[config.mk]
export PLATFORM = sky130hd
export DESIGN_NAME = tri_and_gate_sweep_ctrl_flat
export DESIGN_NICKNAME = d
export VERILOG_FILES = /design/src/rtl/tri_and_gate_sweep_ctrl_pkg.sv /design/src/rtl/tri_and_gate_sweep_ctrl_if.sv /design/src/rtl/tri_and_gate_sweep_ctrl.sv /design/src/flat_wrapper.sv
export SDC_FILE = /design/constraint.sdc
export NUM_CORES = 1
export LEC_CHECK = 0
export CORE_MARGIN = 1.5
export CORE_UTILIZATION = 35
export DETAILED_ROUTE_END_ITERATION = 7
export GPL_ROUTABILITY_DRIVEN = 0
export PLACE_DENSITY = 0.67
export SETUP_SLACK_MARGIN = 0.3
export SYNTH_ARGS = -nofsm -noshare
export SYNTH_HDL_FRONTEND = slang
export SYNTH_SLANG_ARGS = --single-unit
export TNS_END_PERCENT = 1
[constraint.sdc]
create_clock -name clk -period 2.5 [get_ports clk]
set_input_delay 0.5 -clock clk [delete_from_list [all_inputs] [get_ports clk]]
set_output_delay 0.5 -clock clk [all_outputs]
set_load 0.02 [all_outputs]
[src/rtl/tri_and_gate_sweep_ctrl_pkg.sv]
`default_nettype none
// +----------------------------------------------------------------------+
// | Package  : tri_and_sweep_pkg                                         |
// | Brief    : Shared types, constants and helpers for the triple        |
// |            3-input AND gate sweep controller.                        |
// | Revision : 1.0 - initial release                                     |
// +----------------------------------------------------------------------+
package tri_and_sweep_pkg;

    localparam int NUM_GATES = 3;
    localparam int NUM_VECS  = 8;
    localparam int GATE_W    = 2;
    localparam int VEC_W     = 3;
    localparam int CNT_W     = 4;

    localparam logic [GATE_W-1:0] c_FIRST_GATE = 2'd1;
    localparam logic [GATE_W-1:0] c_LAST_GATE  = 2'd3;
    localparam logic [VEC_W-1:0]  c_LAST_VEC   = 3'd7;

    // Sweep controller states, explicit 2-bit encoding.
    typedef enum logic [1:0] {
        IDLE  = 2'd0,
        WAIT  = 2'd1,
        CHECK = 2'd2,
        DONE  = 2'd3
    } state_t;

    // Expected {Y3,Y2,Y1} while gate 'gate' is driven with vector 'vec':
    // only the active gate can be high, and only when all inputs are 1.
    function automatic logic [2:0] expected_outputs(
        input logic [GATE_W-1:0] gate,
        input logic [VEC_W-1:0]  vec
    );
        logic [2:0] exp_y;
        exp_y = 3'b000;
        if (vec == c_LAST_VEC) begin
            case (gate)
                2'd1:    exp_y = 3'b001;
                2'd2:    exp_y = 3'b010;
                2'd3:    exp_y = 3'b100;
                default: exp_y = 3'b000;
            endcase
        end
        return exp_y;
    endfunction

    // Gate input word {A1,B1,C1,A2,B2,C2,A3,B3,C3}: the active gate gets
    // the vector (A as MSB), every other gate is held at 000.
    function automatic logic [8:0] vector_drive(
        input logic [GATE_W-1:0] gate,
        input logic [VEC_W-1:0]  vec
    );
        logic [8:0] word;
        case (gate)
            2'd1:    word = {vec, 6'b000000};
            2'd2:    word = {3'b000, vec, 3'b000};
            2'd3:    word = {6'b000000, vec};
            default: word = 9'd0;
        endcase
        return word;
    endfunction

endpackage
`default_nettype wire

[src/rtl/tri_and_gate_sweep_ctrl_if.sv]
`default_nettype none
// +----------------------------------------------------------------------+
// | Interface: tri_and_gate_sweep_ctrl_if                                |
// | Brief    : Control/status and gate-pin bundle between the sweep      |
// |            controller and its environment (host + gate model).      |
// | Revision : 1.0 - initial release                                     |
// +----------------------------------------------------------------------+
interface tri_and_gate_sweep_ctrl_if
    import tri_and_sweep_pkg::*;
#(
    parameter int ERR_W = 5
) ();

    // Host request
    logic              start;
    // Gate outputs under test
    logic              Y1;
    logic              Y2;
    logic              Y3;
    // Registered gate inputs
    logic              A1;
    logic              B1;
    logic              C1;
    logic              A2;
    logic              B2;
    logic              C2;
    logic              A3;
    logic              B3;
    logic              C3;
    // Status / results
    logic              busy;
    logic              done;
    logic              pass;
    logic [ERR_W-1:0]  err_count;
    logic [GATE_W-1:0] fail_gate;
    logic [VEC_W-1:0]  fail_vec;

    // Controller side
    modport slave (
        input  start, Y1, Y2, Y3,
        output A1, B1, C1, A2, B2, C2, A3, B3, C3,
        output busy, done, pass, err_count, fail_gate, fail_vec
    );

    // Environment side (host plus gate under test)
    modport master (
        output start, Y1, Y2, Y3,
        input  A1, B1, C1, A2, B2, C2, A3, B3, C3,
        input  busy, done, pass, err_count, fail_gate, fail_vec
    );

endinterface
`default_nettype wire

[src/rtl/tri_and_gate_sweep_ctrl.sv]
`default_nettype none
// +----------------------------------------------------------------------+
// | Module   : tri_and_gate_sweep_ctrl                                   |
// | Brief    : Walks all 8 input vectors on each gate of a triple        |
// |            3-input AND gate, waits a settle time, checks the three   |
// |            outputs and reports pass/fail, error count and the first  |
// |            failing vector.                                           |
// | Revision : 1.0 - initial release                                     |
// +----------------------------------------------------------------------+
module tri_and_gate_sweep_ctrl
    import tri_and_sweep_pkg::*;
#(
    parameter int SETTLE_CYCLES = 2,
    parameter int ERR_W         = 5
) (
    input wire clk,
    input wire reset,
    tri_and_gate_sweep_ctrl_if.slave bus
);

    localparam logic [CNT_W-1:0] c_SETTLE  = CNT_W'(SETTLE_CYCLES);
    localparam logic [CNT_W-1:0] c_CNT_ONE = {{(CNT_W-1){1'b0}}, 1'b1};
    localparam logic [ERR_W-1:0] c_ERR_ONE = {{(ERR_W-1){1'b0}}, 1'b1};

    // Registered state and outputs
    state_t            r_state;
    logic [GATE_W-1:0] r_gate;
    logic [VEC_W-1:0]  r_vec;
    logic [CNT_W-1:0]  r_cnt;
    logic [8:0]        r_in;
    logic              r_busy;
    logic              r_done;
    logic              r_pass;
    logic [ERR_W-1:0]  r_err;
    logic [GATE_W-1:0] r_fail_gate;
    logic [VEC_W-1:0]  r_fail_vec;

    // Next-state values
    state_t            w_state_nxt;
    logic [GATE_W-1:0] w_gate_nxt;
    logic [VEC_W-1:0]  w_vec_nxt;
    logic [CNT_W-1:0]  w_cnt_nxt;
    logic [8:0]        w_in_nxt;
    logic              w_busy_nxt;
    logic              w_done_nxt;
    logic              w_pass_nxt;
    logic [ERR_W-1:0]  w_err_nxt;
    logic [GATE_W-1:0] w_fail_gate_nxt;
    logic [VEC_W-1:0]  w_fail_vec_nxt;

    // Compare path
    logic [2:0]        w_exp_y;
    logic [2:0]        w_miss;
    logic [ERR_W-1:0]  w_err_sat;
    logic [GATE_W-1:0] w_first_miss;
    logic              w_last_vec;

    assign w_exp_y    = expected_outputs(r_gate, r_vec);
    assign w_miss     = {bus.Y3, bus.Y2, bus.Y1} ^ w_exp_y;
    // Error count sticks at all-ones instead of wrapping back to a "pass".
    assign w_err_sat  = (&r_err) ? r_err : (r_err + c_ERR_ONE);
    assign w_last_vec = (r_gate == c_LAST_GATE) && (r_vec == c_LAST_VEC);

    // Lowest-numbered mismatching output; only used when w_miss is non-zero.
    always_comb begin
        w_first_miss = 2'd3;
        if (w_miss[0]) begin
            w_first_miss = 2'd1;
        end else if (w_miss[1]) begin
            w_first_miss = 2'd2;
        end
    end

    // State register plus all registered outputs; reset clears everything.
    always_ff @(posedge clk) begin
        if (reset) begin
            r_state     <= IDLE;
            r_gate      <= '0;
            r_vec       <= '0;
            r_cnt       <= '0;
            r_in        <= '0;
            r_busy      <= 1'b0;
            r_done      <= 1'b0;
            r_pass      <= 1'b0;
            r_err       <= '0;
            r_fail_gate <= '0;
            r_fail_vec  <= '0;
        end else begin
            r_state     <= w_state_nxt;
            r_gate      <= w_gate_nxt;
            r_vec       <= w_vec_nxt;
            r_cnt       <= w_cnt_nxt;
            r_in        <= w_in_nxt;
            r_busy      <= w_busy_nxt;
            r_done      <= w_done_nxt;
            r_pass      <= w_pass_nxt;
            r_err       <= w_err_nxt;
            r_fail_gate <= w_fail_gate_nxt;
            r_fail_vec  <= w_fail_vec_nxt;
        end
    end

    // Next-state and next-output decode for the sweep sequence.
    always_comb begin
        w_state_nxt     = r_state;
        w_gate_nxt      = r_gate;
        w_vec_nxt       = r_vec;
        w_cnt_nxt       = r_cnt;
        w_in_nxt        = r_in;
        w_busy_nxt      = r_busy;
        w_done_nxt      = r_done;
        w_pass_nxt      = r_pass;
        w_err_nxt       = r_err;
        w_fail_gate_nxt = r_fail_gate;
        w_fail_vec_nxt  = r_fail_vec;

        case (r_state)
            IDLE, DONE: begin
                // A new sweep clears the previous results and drives the
                // first vector on the same edge that raises busy.
                if (bus.start) begin
                    w_state_nxt     = WAIT;
                    w_gate_nxt      = c_FIRST_GATE;
                    w_vec_nxt       = '0;
                    w_in_nxt        = vector_drive(c_FIRST_GATE, '0);
                    w_cnt_nxt       = c_SETTLE;
                    w_busy_nxt      = 1'b1;
                    w_done_nxt      = 1'b0;
                    w_pass_nxt      = 1'b1;
                    w_err_nxt       = '0;
                    w_fail_gate_nxt = '0;
                    w_fail_vec_nxt  = '0;
                end
            end

            WAIT: begin
                // Counter runs SETTLE..0, giving SETTLE+1 wait cycles.
                if (r_cnt == '0) begin
                    w_state_nxt = CHECK;
                end else begin
                    w_cnt_nxt = r_cnt - c_CNT_ONE;
                end
            end

            CHECK: begin
                if (|w_miss) begin
                    w_err_nxt  = w_err_sat;
                    w_pass_nxt = 1'b0;
                    // fail_gate == 0 means nothing has been latched yet.
                    if (r_fail_gate == '0) begin
                        w_fail_gate_nxt = w_first_miss;
                        w_fail_vec_nxt  = r_vec;
                    end
                end

                if (w_last_vec) begin
                    w_in_nxt    = '0;
                    w_state_nxt = DONE;
                    w_busy_nxt  = 1'b0;
                    w_done_nxt  = 1'b1;
                end else begin
                    if (r_vec == c_LAST_VEC) begin
                        w_vec_nxt  = '0;
                        w_gate_nxt = r_gate + 2'd1;
                    end else begin
                        w_vec_nxt = r_vec + 3'd1;
                    end
                    w_in_nxt    = vector_drive(w_gate_nxt, w_vec_nxt);
                    w_cnt_nxt   = c_SETTLE;
                    w_state_nxt = WAIT;
                end
            end

            default: begin
                w_state_nxt = IDLE;
            end
        endcase
    end

    assign bus.A1        = r_in[8];
    assign bus.B1        = r_in[7];
    assign bus.C1        = r_in[6];
    assign bus.A2        = r_in[5];
    assign bus.B2        = r_in[4];
    assign bus.C2        = r_in[3];
    assign bus.A3        = r_in[2];
    assign bus.B3        = r_in[1];
    assign bus.C3        = r_in[0];
    assign bus.busy      = r_busy;
    assign bus.done      = r_done;
    assign bus.pass      = r_pass;
    assign bus.err_count = r_err;
    assign bus.fail_gate = r_fail_gate;
    assign bus.fail_vec  = r_fail_vec;

endmodule
`default_nettype wire

[src/flat_wrapper.sv]
// flat-port wrapper written by rule: the top's interface ports become plain ports
module tri_and_gate_sweep_ctrl_flat import tri_and_sweep_pkg::*;
#(
    parameter int SETTLE_CYCLES = 2,
    parameter int ERR_W         = 5
)
  (clk, reset, bus_start, bus_Y1, bus_Y2, bus_Y3, bus_A1, bus_B1, bus_C1, bus_A2, bus_B2, bus_C2, bus_A3, bus_B3, bus_C3, bus_busy, bus_done, bus_pass, bus_err_count, bus_fail_gate, bus_fail_vec);
  tri_and_gate_sweep_ctrl_if #(.ERR_W(ERR_W)) bus_i ();
  input wire clk;
  input wire reset;
  input wire logic [$bits(bus_i.start)-1:0] bus_start;
  input wire logic [$bits(bus_i.Y1)-1:0] bus_Y1;
  input wire logic [$bits(bus_i.Y2)-1:0] bus_Y2;
  input wire logic [$bits(bus_i.Y3)-1:0] bus_Y3;
  output wire logic [$bits(bus_i.A1)-1:0] bus_A1;
  output wire logic [$bits(bus_i.B1)-1:0] bus_B1;
  output wire logic [$bits(bus_i.C1)-1:0] bus_C1;
  output wire logic [$bits(bus_i.A2)-1:0] bus_A2;
  output wire logic [$bits(bus_i.B2)-1:0] bus_B2;
  output wire logic [$bits(bus_i.C2)-1:0] bus_C2;
  output wire logic [$bits(bus_i.A3)-1:0] bus_A3;
  output wire logic [$bits(bus_i.B3)-1:0] bus_B3;
  output wire logic [$bits(bus_i.C3)-1:0] bus_C3;
  output wire logic [$bits(bus_i.busy)-1:0] bus_busy;
  output wire logic [$bits(bus_i.done)-1:0] bus_done;
  output wire logic [$bits(bus_i.pass)-1:0] bus_pass;
  output wire logic [$bits(bus_i.err_count)-1:0] bus_err_count;
  output wire logic [$bits(bus_i.fail_gate)-1:0] bus_fail_gate;
  output wire logic [$bits(bus_i.fail_vec)-1:0] bus_fail_vec;
  assign bus_i.start = bus_start;
  assign bus_i.Y1 = bus_Y1;
  assign bus_i.Y2 = bus_Y2;
  assign bus_i.Y3 = bus_Y3;
  assign bus_A1 = bus_i.A1;
  assign bus_B1 = bus_i.B1;
  assign bus_C1 = bus_i.C1;
  assign bus_A2 = bus_i.A2;
  assign bus_B2 = bus_i.B2;
  assign bus_C2 = bus_i.C2;
  assign bus_A3 = bus_i.A3;
  assign bus_B3 = bus_i.B3;
  assign bus_C3 = bus_i.C3;
  assign bus_busy = bus_i.busy;
  assign bus_done = bus_i.done;
  assign bus_pass = bus_i.pass;
  assign bus_err_count = bus_i.err_count;
  assign bus_fail_gate = bus_i.fail_gate;
  assign bus_fail_vec = bus_i.fail_vec;
  tri_and_gate_sweep_ctrl #(.SETTLE_CYCLES(SETTLE_CYCLES), .ERR_W(ERR_W)) u_core (.clk(clk), .reset(reset), .bus(bus_i));
endmodule
-- Word level (Yosys, flattened, before mapping)
Cells that the tools add are included.
- flip-flop bits (word level): 33
- latch bits: 0
- memory bits (writable): 0
- bits in read-only memories: 0
- bits of input ports: 6
- output and inout bits: 22
- memories: 0
- add/sub/neg operators: 4
- multipliers: 0
- divide/modulo/power cells: 0
- order comparisons: 0
- equal/unequal tests: 18
- shift operators: 0
- muxes and demuxes: 44
- bitwise operators: 1
- reduce and logical (&&, ||, !) cells: 16
- operators with widths (cell ; number):
    $pmux 9 s3 ; 1
    $mux 2 ; 11
    $mux 3 ; 6
    $mux 9 ; 2
    $pmux 9 s2 ; 1
    $mux 5 ; 3
    $eq 2x2->1 const B ; 6
    $mux 4 ; 3
    $pmux 3 s2 ; 2
    $pmux 4 s3 ; 1
    $reduce_and 3->1 ; 4
    $pmux 5 s2 ; 1
    $pmux 3 s3 ; 1
    $ne 2x1->1 const B ; 4
    $ne 2x2->1 const B ; 4
    $pmux 2 s2 ; 2
    $reduce_and 4->1 ; 2
    $eq 2x1->1 const B ; 3
    $mux 1 ; 6
    $pmux 1 s2 ; 3
    $pmux 2 s3 ; 1
    $add 5x1->5 const B ; 1
    $reduce_and 5->1 ; 1
    $logic_not 2->1 ; 2
    other kinds (11) ; 12

-- Longest topological paths before layout
Gate-level depths: netlist of run 1.
- depth in word-level cells: 9
- mapped depth: 8

-- Least setup slack after synthesis of run 1
Ideal clock, no wire load.
- kind: register to register
- from: reg u_core.r_state[0]
- to: reg u_core.r_done, in the netlist u_core.bus.done
- library setup time: 0.115 ns
- arrival: 1.726 ns
- required time: 2.385 ns
- setup slack: 0.659 ns
- cell stages (with the launch flop): 7
- path buffers: 1
- period minus slack after synthesis: 1.841 ns
- cell sequence: dfxtp_1 > inv_1 > ha_1 > mux2i_4 > clkbuf_1 > nor2_1 > o21a_1
- cells in the longest elaborated chain, start to end: 4
- elaborated cells between the ends (all ways): 9
- RTL lines (what ; RTL line ; source):
    start, declared ; tri_and_gate_sweep_ctrl.sv:26 ; state_t r_state;
    start signal, assigned ; tri_and_gate_sweep_ctrl.sv:89 ; r_state <= w_state_nxt;
    $eq 2x2->1 / $logic_not 2->1 (equally long branches) ; tri_and_gate_sweep_ctrl.sv:117 ; case (r_state)
    $reduce_or 2->1 ; tri_and_gate_sweep_ctrl.sv:117 ;
    $ne 2x2->1 (no source line) / $reduce_bool 2->1 (equally long branches) ; - ;
    $reduce_and 3->1 (no source line) ; - ;
    end signal, assigned ; tri_and_gate_sweep_ctrl.sv:95 ; r_done <= w_done_nxt;
    end, declared ; tri_and_gate_sweep_ctrl.sv:32 ; logic r_done;
Several ways; a longest one is shown, not always the timed one.
A chain may end at the register's enable or synchronous reset.

-- Worst setup path in the final report of run 1
- from: reg u_core.r_vec[0]
- to: reg u_core.r_gate[0]
- cells in the longest elaborated chain, start to end: 6
- elaborated cells between the ends (all ways): 9
- RTL lines (what ; RTL line ; source):
    start, declared ; tri_and_gate_sweep_ctrl.sv:28 ; logic [VEC_W-1:0] r_vec;
    start signal, assigned ; tri_and_gate_sweep_ctrl.sv:91 ; r_vec <= w_vec_nxt;
    $eq 3x3->1 * ; tri_and_gate_sweep_ctrl.sv:62, tri_and_gate_sweep_ctrl.sv:162 ;
    $mux 2 ; tri_and_gate_sweep_ctrl.sv:162 ; if (r_vec == c_LAST_VEC) begin
    $mux 2 ; tri_and_gate_sweep_ctrl.sv:156 ; if (w_last_vec) begin
    $mux 2 ; tri_and_gate_sweep_ctrl.sv:117 ;
    $mux 2 ; tri_and_gate_sweep_ctrl.sv:156 ;
    $pmux 2 s2 ; tri_and_gate_sweep_ctrl.sv:117 ;
    end signal, assigned ; tri_and_gate_sweep_ctrl.sv:90 ; r_gate <= w_gate_nxt;
    end, declared ; tri_and_gate_sweep_ctrl.sv:27 ; logic [GATE_W-1:0] r_gate;
Mark *: on every way between the ends. The rest lies on a longest branch, timed or not. The select of a mux whose other input is x is not followed.

==> out/results.ini, run 1 <==
[critical_path]
critPathCaptureType=flip-flop
reg2reg_to=u_core.r_gate[0]
critPathLaunch=u_core.r_vec[0]
rr_startpoint=u_core.r_vec[0]
path_max_fanout=11
worst_ep_required_time_ns=2.70
cp.arrival_ns=2.26
path_class=flip-flop to flip-flop
r2r_slack_ns=0.44
worstSetupEndpoint=u_core.r_gate[0]
startpoint_type=flip-flop
reg2reg_depth=7

[run]
cap_violations=0

[yosys]
synth_edf_count=0
syn-num-nets=211
synth_seq_cells=33
ys_async_sr_fraction_pct=0
seq_area_frac_synth_pct=37.39
yosysWarnings=0
ys_types=49
yosys_most_used_dff=dfxtp_1
syn-cell-area_sq_mm=0.001767
synthCells=192
avgSynthCellArea_sq_um=9.202

[power]
vdd_drop_max_v=0.0003045
seqPwrFrac_pct=43.2
switching_share_pct=32.24
pwr-share-comb_pct=27.9
power_density_mw_per_mm2=598.8
p_int_uw=911.3
p_leak_nw=0.8258
clock_power_share_pct=29.0
p_total_mw=1.345
power.net_switching_uw=433.6

[status]
outcome=finished, final reports clean

[grt]
antenna_found_initial=0
globalRouteOverflowTotal=0
grt_max_degree=29
grt_pass1_wl_microns=5975
grt_pass1_vias=1338
grtUsageTotal_pct=13.90

[timing]
rsz0062_at_grt=yes
setup_viol=0
finalHoldViolCount=0
setup_slack_ns=0.4362
clock.fmax_ghz=0.4845
fin_crit_sh_pct=82.55
drv_slew=0
tightest_slew_ns=0.5844
maxSlewHeadroom_pct=60.96
fin_skew_ns=0.007220
final.setup.tns_ns=0
fin_crit_ns=2.064

[cells_and_area]
final_cell_mix=dfxtp_1, nor2_1, clkdlybuf4s50_1
num_antenna_cells=0
final_common_cell=dfxtp_1
area.growth.synth_to_final_pct=27.12
layout-drive-gt1-share_pct=12.72
nNetsFinal=246
utilization_pct=46.93

[clock_tree]
cts_buffer_depth=2
cts_buffers=5
cts_tree=built
h-tree-depth=2
clockRootBuffer=clkbuf_8
path_clk_slew_ns=0.07
ctsHoldBuffers=0
insertion_delay_ns=0.28
cts_sinks=33

[routing]
vias_per_cell=5.003
vias=1476
first_pass_iters=4
drt-initial-drc-count=94
ant_nets=0
route.detailed.drc=0
post_drt_wl_per_cell_microns=12.54
drt-total-wl_microns=3698

[floorplanning]
start_util_pct=36.92
fp-row-count=25
core_area_sq_mm=0.004786
chipWidth_microns=74.05
die-area_sq_mm=0.005483
die_h_microns=74.05
io_pins=28

[placed_design]
dp_hpwl_microns=2718
dpl_worst_slack_ns=0.2156
io_buffers=27

[hold_path]
hold_path.class=flip-flop to flip-flop
hold_depth=1

## timing repair
action | CTS | global route
buffers inserted | 0 | 2
setup endpoints to repair | 0 | 10
resized for setup | 0 | 2
## logic make-up after synthesis
| kind of cell | Yosys count | share of synthesized area (%) |
|---|---|---|
| AND/OR/NAND/NOR | 76 | 24.15 |
| XOR/XNOR | 2 | 1.417 |
| flip-flops | 33 | 37.39 |
| AO/OA/AOI/OAI | 48 | 20.68 |
| multiplexers | 6 | 4.108 |
| adder cells (fa/ha/maj) | 13 | 9.207 |
| buffers and inverters | 14 | 3.045 |
## flip-flops by register name, summed over array words and instances, names as in the netlist, 2 cells and up
register              count
u_core.bus.err_count      5
u_core.bus.fail_gate      2
u_core.bus.fail_vec       3
u_core.r_cnt              4
u_core.r_gate             2
u_core.r_in               9
u_core.r_state            2
u_core.r_vec              3
## stage by stage
stage / hold slack (ns) / instances / area [sq um]
2_1_floorplan: 0.4552 / 192 / 1767
3_5_place_dp: 0.4486 / 285 / 2131
4_1_cts: 0.4660 / 293 / 2217
5_1_grt: 0.4833 / 295 / 2246
6_report: 0.4626 / 295 / 2246
3_3_place_gp: 0.4467 / 285 / 2131
## metal layers
| metal | up-vias | routed length, microns | GRT usage [%] |
|---|---|---|---|
| met1 | 676 | 1853 | 18.08 |
| met5 | - | 0 | 0 |
| met3 | 4 | 129 | 3.659 |
| met2 | 29 | 1686 | 22.52 |
| met4 | 0 | 28 | 4.321 |
| li1 | 767 | - | - |
## power groups by stage
stage                     Clock (mW)  Combinational (mW)  Sequential [mW]
after CTS                      0.400               0.359            0.580
final                          0.390               0.375            0.580
after global routing           0.420               0.412            0.584
after global placement             0               0.352            0.592
after detailed placement           0               0.357            0.592
after floorplan                    0               0.263            0.596
## cells in the mapped netlist, types with 5 or more instances
cell type | number | area, sq um
dfxtp_1 | 33 | 660.6
nor2_1 | 27 | 101.4
nand2_1 | 16 | 60.06
ha_1 | 13 | 162.7
a21oi_1 | 8 | 40.04
inv_1 | 7 | 26.28
a32oi_1 | 6 | 52.55
a22oi_1 | 5 | 37.54
mux2i_1 | 5 | 50.05
## how the worst min path moves through the flow
stage	slack, ns	from	end
2_1_floorplan	0.46	u_core.r_vec[1]	u_core.bus.fail_vec[1]
3_3_place_gp	0.45	u_core.bus.done	u_core.bus.done
3_5_place_dp	0.45	u_core.bus.fail_vec[0]	u_core.bus.fail_vec[0]
4_1_cts	0.47	u_core.bus.fail_vec[0]	u_core.bus.fail_vec[0]
5_1_grt	0.48	u_core.bus.fail_vec[0]	u_core.bus.fail_vec[0]
6_report	0.46	u_core.bus.done	u_core.bus.done
## worst max-delay path, cell delays in order (launching register included)
cell and delay [ns]:
dfxtp_1 0.39, ha_1 0.20, ha_1 0.30, nand2_1 0.20, and3_1 0.37, a21oi_2 0.22
nor2_1 0.06, a311oi_2 0.24
## cell type report
class | instances | area [sq um]
fill | 474 | 2540
multi-input combinational | 145 | 1066
sequential | 33 | 660.6
timing repair buffer | 33 | 315.3
tap | 67 | 83.83
clock buffer | 5 | 68.82
inverter | 9 | 33.78
clock inverter | 3 | 17.52
No activity file was read; power rests on OpenSTA's default activity.
==> inputs of run 2 (changes only) <==
--- a/config.mk
+++ b/config.mk
@@ -9,7 +9,7 @@
 export CORE_UTILIZATION = 35
 export DETAILED_ROUTE_END_ITERATION = 7
 export GPL_ROUTABILITY_DRIVEN = 0
-export PLACE_DENSITY = 0.67
+export PLACE_DENSITY = 0.69
 export SETUP_SLACK_MARGIN = 0.3
 export SYNTH_ARGS = -nofsm -noshare
 export SYNTH_HDL_FRONTEND = slang
==> constraint.sdc (replaced) <==
create_clock -name clk -period 1.7 [get_ports clk]
set_input_delay 0.34 -clock clk [delete_from_list [all_inputs] [get_ports clk]]
set_output_delay 0.34 -clock clk [all_outputs]
set_load 0.02 [all_outputs]
==> run 2 against run 1 <==
Against the previous run:
- the flow now finishes with violations (setup timing)
- clock-buffer cell count increased by 3
- sequential power up 48%
- die area did not move
- clock skew fell by 0.0020 ns
- sequential share of layout area shrank 4.6 points
- utilization up 9.6 points
- cell area is 21% higher
- largest cell class unchanged
==> out/results.ini, run 2 (synthesis results as in run 1) <==
[status]
outcome=complete, but fails checks
violations=setup timing

[power]
seqPwrFrac_pct=37.0  ; -6.2 points
p_int_mw=1.580  ; +73%
switching_share_pct=31.94  ; -0.30 points
vdd_drop_max_v=0.0005958  ; +96%
p_total_mw=2.322  ; +73%
pwr-share-comb_pct=37.0  ; +9.1 points
clock_power_share_pct=26.0  ; -3.0 points
power.net_switching_uw=741.5  ; +71%
power_density_mw_per_mm2=857.8  ; +43%
p_leak_nw=1.091  ; +32%

[clock_tree]
cts_tree=built
h-tree-depth=2  ; unchanged
cts_buffer_depth=2  ; unchanged
clockRootBuffer=clkbuf_8
path_clk_slew_ns=0.07  ; about the same
cts_buffers=5  ; unchanged
ctsHoldBuffers=0  ; unchanged
cts_sinks=33  ; unchanged
insertion_delay_ns=0.28  ; about the same

[grt]
grt_pass1_vias=1592  ; +19%
globalRouteOverflowTotal=0  ; unchanged
antenna_found_initial=0  ; unchanged
grtUsageTotal_pct=16.44  ; +2.5 points
grt_max_degree=23  ; -21%
grt_pass1_wl_microns=7072  ; +18%

[timing]
maxSlewHeadroom_pct=74.09  ; +13 points
fin_crit_ns=1.778  ; -0.2862 ns
final.setup.tns_ns=-0.3691  ; -0.3691 ns
holdWs_ns=0.4539  ; -0.008768 ns
fin_crit_sh_pct=104.6  ; +22 points
drv_slew=0  ; unchanged
clock.fmax_ghz=0.5625  ; +16%
fin_skew_ns=0.005217  ; -0.002003 ns
setup_viol=6  ; +6
setup_slack_ns=-0.07762  ; -0.5138 ns
rsz0062_at_grt=yes
tightest_slew_ns=0.3857  ; -0.1987 ns
finalHoldViolCount=0  ; unchanged

[cells_and_area]
largest_register_ffs=9  ; unchanged
final_cell_mix=buf_4, dfxtp_1, nor2_1
final_common_cell=buf_4
area.growth.synth_to_final_pct=53.19
num_antenna_cells=0  ; unchanged
layout-drive-gt1-share_pct=38.04  ; +25 points
top_register=u_core.r_in
utilization_pct=56.55  ; +9.6 points
nNetsFinal=273  ; +11%

[hold_path]
hold_path_end=u_core.bus.fail_vec[2]
hp-start=u_core.bus.fail_vec[2]
hold_depth=2  ; +1
hold_path.class=flip-flop to flip-flop

[floorplanning]
core_area_sq_mm=0.004786  ; unchanged
fp-row-count=25  ; unchanged
io_pins=28  ; unchanged
chipWidth_microns=74.05  ; unchanged
die_h_microns=74.05  ; unchanged
start_util_pct=36.92  ; unchanged
die-area_sq_mm=0.005483  ; unchanged

[critical_path]
r2r_slack_ns=-0.08  ; -0.51 ns
reg2reg_depth=7  ; unchanged
path_max_fanout=7  ; -4
path_class=flip-flop to flip-flop
startpoint_type=flip-flop
critPathCaptureType=flip-flop
worst_ep_required_time_ns=1.91  ; -0.79 ns
rr_startpoint=u_core.r_vec[0]
reg2reg_to=u_core.bus.fail_vec[0]
cp.arrival_ns=1.99  ; -0.27 ns

[routing]
vias_per_cell=5.056  ; +1.0%
drt-total-wl_microns=4187  ; +13%
ant_nets=0  ; unchanged
first_pass_iters=4  ; unchanged
vias=1628  ; +10%
route.detailed.drc=0  ; unchanged
drt-initial-drc-count=50  ; -47%
post_drt_wl_per_cell_microns=13.00  ; +3.7%

[placed_design]
io_buffers=27  ; unchanged
dp_hpwl_microns=2867  ; +5.5%

[run]
cap_violations=0  ; unchanged

## run 2: timing repair
item | in CTS | in global routing
pin swaps | 38 | 31
resized for setup | 65 | 19
setup buffers | 3 | 0
endpoints found under the setup margin | 54 | 37
## run 2: worst max-delay path by stage
| stage | start | end | slack (ns) | cells past startpoint |
|---|---|---|---|---|
| floorplan | u_core.r_vec[0] | u_core.bus.fail_vec[0] | -0.03 | 7 |
| global placement | bus_Y1 | u_core.bus.fail_vec[0] | -0.35 | 6 |
| detailed placement | bus_Y1 | u_core.bus.fail_vec[2] | -0.37 | 6 |
| CTS | u_core.r_vec[0] | u_core.bus.fail_vec[0] | -0.09 | 7 |
| global route | u_core.r_vec[0] | u_core.bus.err_count[3] | -0.24 | 7 |
| finish | u_core.r_vec[0] | u_core.bus.fail_vec[0] | -0.08 | 7 |
## run 2: worst max-delay path, cell delays in order, from the launching register on
cell	delay [ns]
dfxtp_2	0.34
ha_4	0.16
ha_4	0.17
and3_4	0.15
a22oi_2	0.23
a21oi_4	0.14
nor4_4	0.30
mux2i_1	0.22
## run 2: metal layers
layer | vias up | share of wire [%] | track usage [%]
met1 | 757 | 48 | 21.81
met2 | 33 | 47 | 27.08
met5 | - | 0 | 0
li1 | 827 | - | -
met4 | 0 | 1.4 | 4.527
met3 | 11 | 3.3 | 3.388
## run 2: final cells by class
cell class              count  area (sq um)
fillers                   434          2079
multi-input cells         145          1309
flip-flops and latches     33         671.9
repair buffers             60         515.5
clock buffers               8         90.09
well taps                  67         83.83
inverters                   9         36.28
## run 2: metrics by stage
stage / std cells / worst slack (ns) / cell area [sq um]
floorplan: 192 / -0.02847 / 1824
global placement: 311 / -0.3450 / 2392
detailed placement: 311 / -0.3729 / 2392
CTS: 322 / -0.09020 / 2664
global route: 322 / -0.2425 / 2706
finish: 322 / -0.07762 / 2706
## run 2: power by group through the flow
stage               registers, mW  clock network [mW]  logic [mW]
floorplan                   0.880                   0       0.399
global placement            0.864                   0       0.660
detailed placement          0.864                   0       0.671
CTS                         0.854               0.619       0.789
global route                0.864               0.656       0.929
finish                      0.860               0.603       0.858
==> inputs of run 3 (changes only) <==
--- a/config.mk
+++ b/config.mk
@@ -5,6 +5,7 @@
 export SDC_FILE = /design/constraint.sdc
 export NUM_CORES = 1
 export LEC_CHECK = 0
+export ABC_AREA = 0
 export CORE_MARGIN = 1.5
 export CORE_UTILIZATION = 35
 export DETAILED_ROUTE_END_ITERATION = 7
==> results of run 3 <==
Same layout as run 2: the final DEF is identical, and so are final timing and power.
